## src/rtl/imem_line_buffer.sv

```systemverilog
// Single-line instruction buffer between fetch and backing memory.
// Hits answer combinationally; misses refill the whole line word 0 first.
module imem_line_buffer #(
    parameter int LINE_WORDS = 4,
    parameter int ADDR_W     = 32
) (
    input  logic              clk_i,
    input  logic              rst_n_i,
    input  logic [ADDR_W-1:0] im_addr_i,
    input  logic              flush_i,
    output logic              im_busy_o,
    output logic [31:0]       im_dout_o,
    output logic              mem_req_o,
    output logic [ADDR_W-1:0] mem_addr_o,
    input  logic              mem_ack_i,
    input  logic [31:0]       mem_rdata_i
);

    localparam int CNT_W = $clog2(LINE_WORDS);
    localparam int OFF   = CNT_W + 2;
    localparam int TAG_W = ADDR_W - OFF;

    typedef enum logic {
        IDLE,
        FILL
    } state_e;

    state_e             state_q, state_d;
    logic               valid_q, valid_d;
    logic               flush_pend_q, flush_pend_d;
    logic [CNT_W-1:0]   cnt_q, cnt_d;
    logic [TAG_W-1:0]   tag_q, tag_d;
    logic [31:0]        line_q [LINE_WORDS];
    logic [31:0]        line_d [LINE_WORDS];

    logic [TAG_W-1:0]   addr_tag;
    logic [CNT_W-1:0]   addr_word;
    logic               hit;
    logic               last_word;
    logic               unused_addr_lsb;

    assign addr_tag        = im_addr_i[ADDR_W-1:OFF];
    assign addr_word       = im_addr_i[OFF-1:2];
    assign unused_addr_lsb = ^im_addr_i[1:0];
    assign last_word       = (cnt_q == CNT_W'(LINE_WORDS - 1));

    assign hit       = valid_q && (addr_tag == tag_q) && (state_q == IDLE);
    assign im_busy_o = ~hit;
    assign im_dout_o = hit ? line_q[addr_word] : 32'h0;

    assign mem_req_o  = (state_q == FILL);
    assign mem_addr_o = {tag_q, cnt_q, 2'b00};

    always_comb begin
        state_d      = state_q;
        valid_d      = valid_q;
        flush_pend_d = flush_pend_q;
        cnt_d        = cnt_q;
        tag_d        = tag_q;
        line_d       = line_q;
        unique case (state_q)
            IDLE: begin
                // A flush suppresses the miss fill for this cycle
                if (flush_i) begin
                    valid_d = 1'b0;
                end else if (!hit) begin
                    tag_d   = addr_tag;
                    valid_d = 1'b0;
                    cnt_d   = '0;
                    state_d = FILL;
                end
            end
            FILL: begin
                if (flush_i) begin
                    flush_pend_d = 1'b1;
                end
                if (mem_ack_i) begin
                    line_d[cnt_q] = mem_rdata_i;
                    if (last_word) begin
                        valid_d      = ~(flush_pend_q | flush_i);
                        flush_pend_d = 1'b0;
                        state_d      = IDLE;
                    end else begin
                        cnt_d = cnt_q + CNT_W'(1);
                    end
                end
            end
            default: state_d = IDLE;
        endcase
    end

    always_ff @(posedge clk_i) begin
        if (!rst_n_i) begin
            state_q      <= IDLE;
            valid_q      <= 1'b0;
            flush_pend_q <= 1'b0;
            cnt_q        <= '0;
            tag_q        <= '0;
            for (int i = 0; i < LINE_WORDS; i++) begin
                line_q[i] <= 32'h0;
            end
        end else begin
            state_q      <= state_d;
            valid_q      <= valid_d;
            flush_pend_q <= flush_pend_d;
            cnt_q        <= cnt_d;
            tag_q        <= tag_d;
            line_q       <= line_d;
        end
    end

endmodule
```

## config.mk

```make
export PLATFORM = sky130hd
export DESIGN_NAME = imem_line_buffer
export DESIGN_NICKNAME = d
export VERILOG_FILES = /design/src/rtl/imem_line_buffer.sv
export SDC_FILE = /design/constraint.sdc
export NUM_CORES = 1
export LEC_CHECK = 0
export CAP_MARGIN = 20
export CORE_ASPECT_RATIO = 1.2
export CORE_MARGIN = 2
export CORE_UTILIZATION = 30
export DETAILED_ROUTE_END_ITERATION = 10
export PLACE_DENSITY_LB_ADDON = 0.25
export SLEW_MARGIN = 20
export SYNTH_ARGS = -nofsm -noshare
export SYNTH_HDL_FRONTEND = slang
export SYNTH_SLANG_ARGS = --single-unit
```

## constraint.sdc

```tcl
create_clock -name clk_i -period 5 [get_ports clk_i]
set_input_delay 1 -clock clk_i [delete_from_list [all_inputs] [get_ports clk_i]]
set_output_delay 1 -clock clk_i [all_outputs]
set_load 0.03 [all_outputs]
```

Word-level counts from Yosys, hierarchy flattened
Index checks and enable logic that the tools add are counted.
{ "totals": {"regBits": 161, "in_bits": 68, "output_inout_bits": 66} }
{ "classes": {"n_addsub": 1, "magnitude_cmp": 3, "eq_ne": 8, "mux": 25, "n_bitwise": 7, "n_reduce_logical": 7} }
{ "ops": {"columns": ["op", "n"], "rows": [
  ["128-bit bitwise mux", 1],
  ["32-bit two-way mux", 4],
  ["32-bit binary-select mux with 2-bit select", 1],
  ["32-bit demux with 2-bit select", 1],
  ["28-bit == test", 1],
  ["1-bit two-way mux", 11],
  ["2-bit two-way mux", 4],
  ["2-bit inequality test, second input constant", 4],
  ["3-bit >= comparator, second input constant", 2],
  ["2-bit NOT with 3-bit output", 2],
  ["3-bit AND reduction", 2],
  ["1-bit NOT", 4],
  ["1-bit case mux with 2 select lines", 2],
  ["2-bit case mux with 2 select lines", 1],
  ["4-bit AND reduction", 1],
  ["1-bit logical AND", 3],
  ["3-bit by 1-bit less-than comparator with 1-bit output, second input constant", 1],
  ["3-bit inequality test, second input constant", 1],
  ["2-bit by 1-bit adder with 2-bit output, second input constant", 1],
  ["2-bit == test, second input constant", 1],
  ["2-bit by 1-bit inequality test with 1-bit output, second input constant", 1],
  ["2-bit AND reduction", 1],
  ["1-bit OR", 1]
]} }

Depth between registers and ports, before layout
{ "depth": {"depth_word": 6, "ltp_mapped": 7, "depth_no_buf": 5} }

Least setup slack after synthesis
No wires, ideal clock.
{ "synth_timing": {"path_kind": "in2out", "start": "input im_addr_i[31]", "end": "output im_dout_o[10]", "arrival_time_ps": 2725, "setup_slack_ps": 1275, "stages": 6, "n_path_buf": 1, "path_cell_list": "xnor2_1 -> nand4_1 -> nor4_2 -> nand4_1 -> clkbuf_1 -> nor2b_1"} }
{ "synth_via": {"elab_chain_cells": 4} }
{ "synth_rtl": {"columns": ["element", "line", "source"], "rows": [
  ["start, declared", "9", "input logic [ADDR_W-1:0] im_addr_i,"],
  ["28-bit == test", "47", "assign hit = valid_q && (addr_tag == tag_q) && (state_q == IDLE);"],
  ["1-bit logical AND (2 in a row)", "47", null],
  ["32-bit two-way mux", "49", "assign im_dout_o = hit ? line_q[addr_word] : 32'h0;"],
  ["end, declared", "12", "output logic [31:0] im_dout_o,"]
]} }
Every way passes these cells.

Worst setup path in the final report
{ "layout_timing": {"start": "input im_addr_i[31]", "end": "output im_busy_o"} }
{ "layout_via": {"elab_chain_cells": 4} }
{ "layout_rtl": {"columns": ["element", "line", "source"], "rows": [
  ["28-bit == test", "47", null],
  ["1-bit logical AND (2 in a row)", "47", null],
  ["1-bit NOT (no line)", null, null],
  ["end, declared", "11", "output logic im_busy_o,"]
]} }
Every way passes these cells.

==> summary.md <==
| Metric | Value |
|---|---|
| Status | finished clean |
| Req. time, crit path | 4000 ps |
| Yosys top cell by area | dfxtp_1 |
| Area Growth Syn to Fin | 27.8% |
| Row count | 63 |
| Max transition margin | 32.1% |
| Vias in the first global route | around 6000 |
| Post-synthesis instance area | ~7500 µm² |
| Vias per cell | 4.70 |
| Port bufs | 129 |
| Resize count post-CTS | 0 |
| Slew @ Worst Pin | 1020 ps |
| # H-tree levels | 4 |
| Initial Util | 30.4% |
| Final hold viol count | 0 |
| Cts bufs inserted | 17 |
| Post-Syn Instances | 860 |
| Worst hold path startpoint | line_q[101] |
| Flops & latches, synth | approximately 160 |
| Leading cell types by count after synthesis | nand2_1, dfxtp_1, a21boi_0, clkbuf_1, nor2b_1 |
| RSZ-0062 raised after global routing | no |
| Post-synth EDFFs | 0 |
| Num ports | about 130 |
| Clk root buf | clkbuf_16 |
| Hold Crit Class | reg2reg |
| Seq/Total Area, Yosys | between 40% and 50% |
| Synth Flop Type | dfxtp_1 |
| Setup violations, final | 0 |
| DIE AREA | 26300 µm² |
| Setup bufs post-CTS | 0 |
| DRC | 0 |
| Critical path fanouts, max | 3 |
| Hold_buf cts | 0 |
| Total Power | 2.99 mW |
| Core area | 24700 µm² |
| PD cells | 312 nW/µm² |
| Ys async rst share | 0% |
| Kind of start point of the critical path | input pin |
| Post-route ant nets | 0 |
| Ant diodes | 0 |
| CTS Sinks | 161 |
| Maximum buffer depth of the clock tree | 2 |
| First-pass GRT wire length | 32400 µm |
| Max-Cap Viols | 0 |
| Worst setup startpoint | im_addr_i[31] |
| Yosys top cell area share | 43.0% |
| Dominant cells by area after synthesis | dfxtp_1, nand2_1, a21boi_0 |
| Fmax | 228 MHz |
| Cell with the most instances after synthesis | nand2_1 |
| Syn Area/Cell | 8.72 µm² |
| Clock Skew | 8.61 ps |
| CTS tree | done |
| Pin count of the biggest net entering global routing | ~110 |
| Tmin final | around 4400 ps |
| CP endpoint kind | primary output |
| Hpwl dp | 12700 µm |
| Avg WL per Cell | ~16 µm |
| Worst-path clk slew | 70 ps |
| Pins over their slew limit | 0 |
| GRT Util Overall | 15.8% |
| Period Utilization, post-route | just under 90% |
| TritonRoute pass-1 iters | 4 |
| Initial antenna violation count | 0 |
| Synth Warn # | 0 |
| RR Startpoint | tag_q[27] |
| Leakage power | between 3 and 4 nW |
| Die width | 148 µm |
| GRT Residual Overflow | 0 |
| VDD IR max | around 220 µV |
| # fillers | 2488 |
| DR vias | 6088 |
| Final net count | 1029 |
| Initial drt markers | 276 |
| Gpl congestion | ~0.73 |
| Final wirelength | 20300 µm |
| Worst skew pair latency | 430 ps |
| Layout cells sized above 1 | 12.3% |
| Die Y | 177 µm |
| Kind of critical path | in2out |
| Crit path arrival time | 3390 ps |
| Setup tns final | 0 ps |
| Synth cell types | 33 |
-- report_power, final --
group	switching, mW	total (mW)	internal, mW
Clock	0.578	1.33	0.752
Combinational	0.172	0.325	0.152
Sequential	0.0252	1.34	1.31
Total	0.776	2.99	2.22
-- flip-flops by register name, indices dropped and copies added (netlist names) --
name,count
valid_q,1
line_q,128
cnt_q,2
flush_pend_q,1
mem_req_o,1
tag_q,28
-- layout by cell type (no fill, tap or decap), drive strengths merged, types with 4 or more instances in the layout --
| cell | count |
|---|---|
| buf | 50 |
| clkbuf | 18 |
| clkdlybuf4s50 | 94 |
| nand2 | 317 |
| a21oi | 6 |
| nand3 | 7 |
| xnor2 | 21 |
| dfxtp | 161 |
| nor2b | 33 |
| a21boi | 128 |
| mux4 | 32 |
| nand2b | 12 |
| ha | 4 |
| and3 | 4 |
| inv | 12 |
| mux2i | 28 |
| nor4 | 4 |
| nand4 | 13 |
-- cell families (layout without fill, tap and decap cells) --
kind of cell | after synthesis | after routing | share of synthesized area [%]
fa+ha+maj | 4 | 4 | 0.667
other cells | 1 | 2 | 0.0500
compound gates | 141 | 141 | 13.9
flops | 161 | 161 | 43.0
xor+xnor | 21 | 21 | 2.45
buf+inv | 72 | 181 | 4.00
simple gates | 400 | 400 | 22.7
mux | 60 | 60 | 13.3
-- critical path, cell delays in order --
cell and delay, ps:
clkdlybuf4s50_1 430, xnor2_1 260, nand4_1 150, nor4_2 560, nand4_1 270, clkdlybuf4s50_1 710
-- final cells by class --
| class | count | area, µm² | share of cell area [%] |
|---|---|---|---|
| Multi-Input combinational cell | 628 | 4020 | 41.9 |
| Sequential cell | 161 | 3220 | 33.6 |
| Timing Repair Buffer | 144 | 1320 | 13.8 |
| Clock buffer | 18 | 429 | 4.48 |
| Tap cell | 325 | 407 | 4.24 |
| Clock inverter | 14 | 165 | 1.72 |
| Inverter | 5 | 18.8 | 0.196 |
-- per-layer routing --
metal | wire (µm) | GRT usage (%) | vias to the layer above
li1 | - | - | 3060
met1 | 9270 | 19.7 | 2876
met2 | 9740 | 26.8 | 133
met3 | 1020 | 4.15 | 19
met4 | 291 | 5.04 | 0
met5 | 0 | 0 | -
-- path summary, 6_finish.rpt --
kind | endpoint | slack [ps] | cells past startpoint
max reg2reg | mem_req_o | 2860 | 6
max | im_busy_o | 610 | 6
min reg2reg | line_q[101] | 460 | 2
min | line_q[101] | 460 | 2
-- metrics by stage --
step                hold WS (ps)  cell area (µm²)  worst slack (ps)  utilization (%)  std cells
floorplan                    440             7510              1270                -        861
finish                       463             9590               610             38.9       1295
CTS                          466             9590               588             38.9       1295
detailed placement           457             8990               587             36.4       1263
global placement             447             8990               611             36.4       1263
global route                 485             9590               441             38.9       1295
Note: power is estimated with default switching activity, not from simulation.
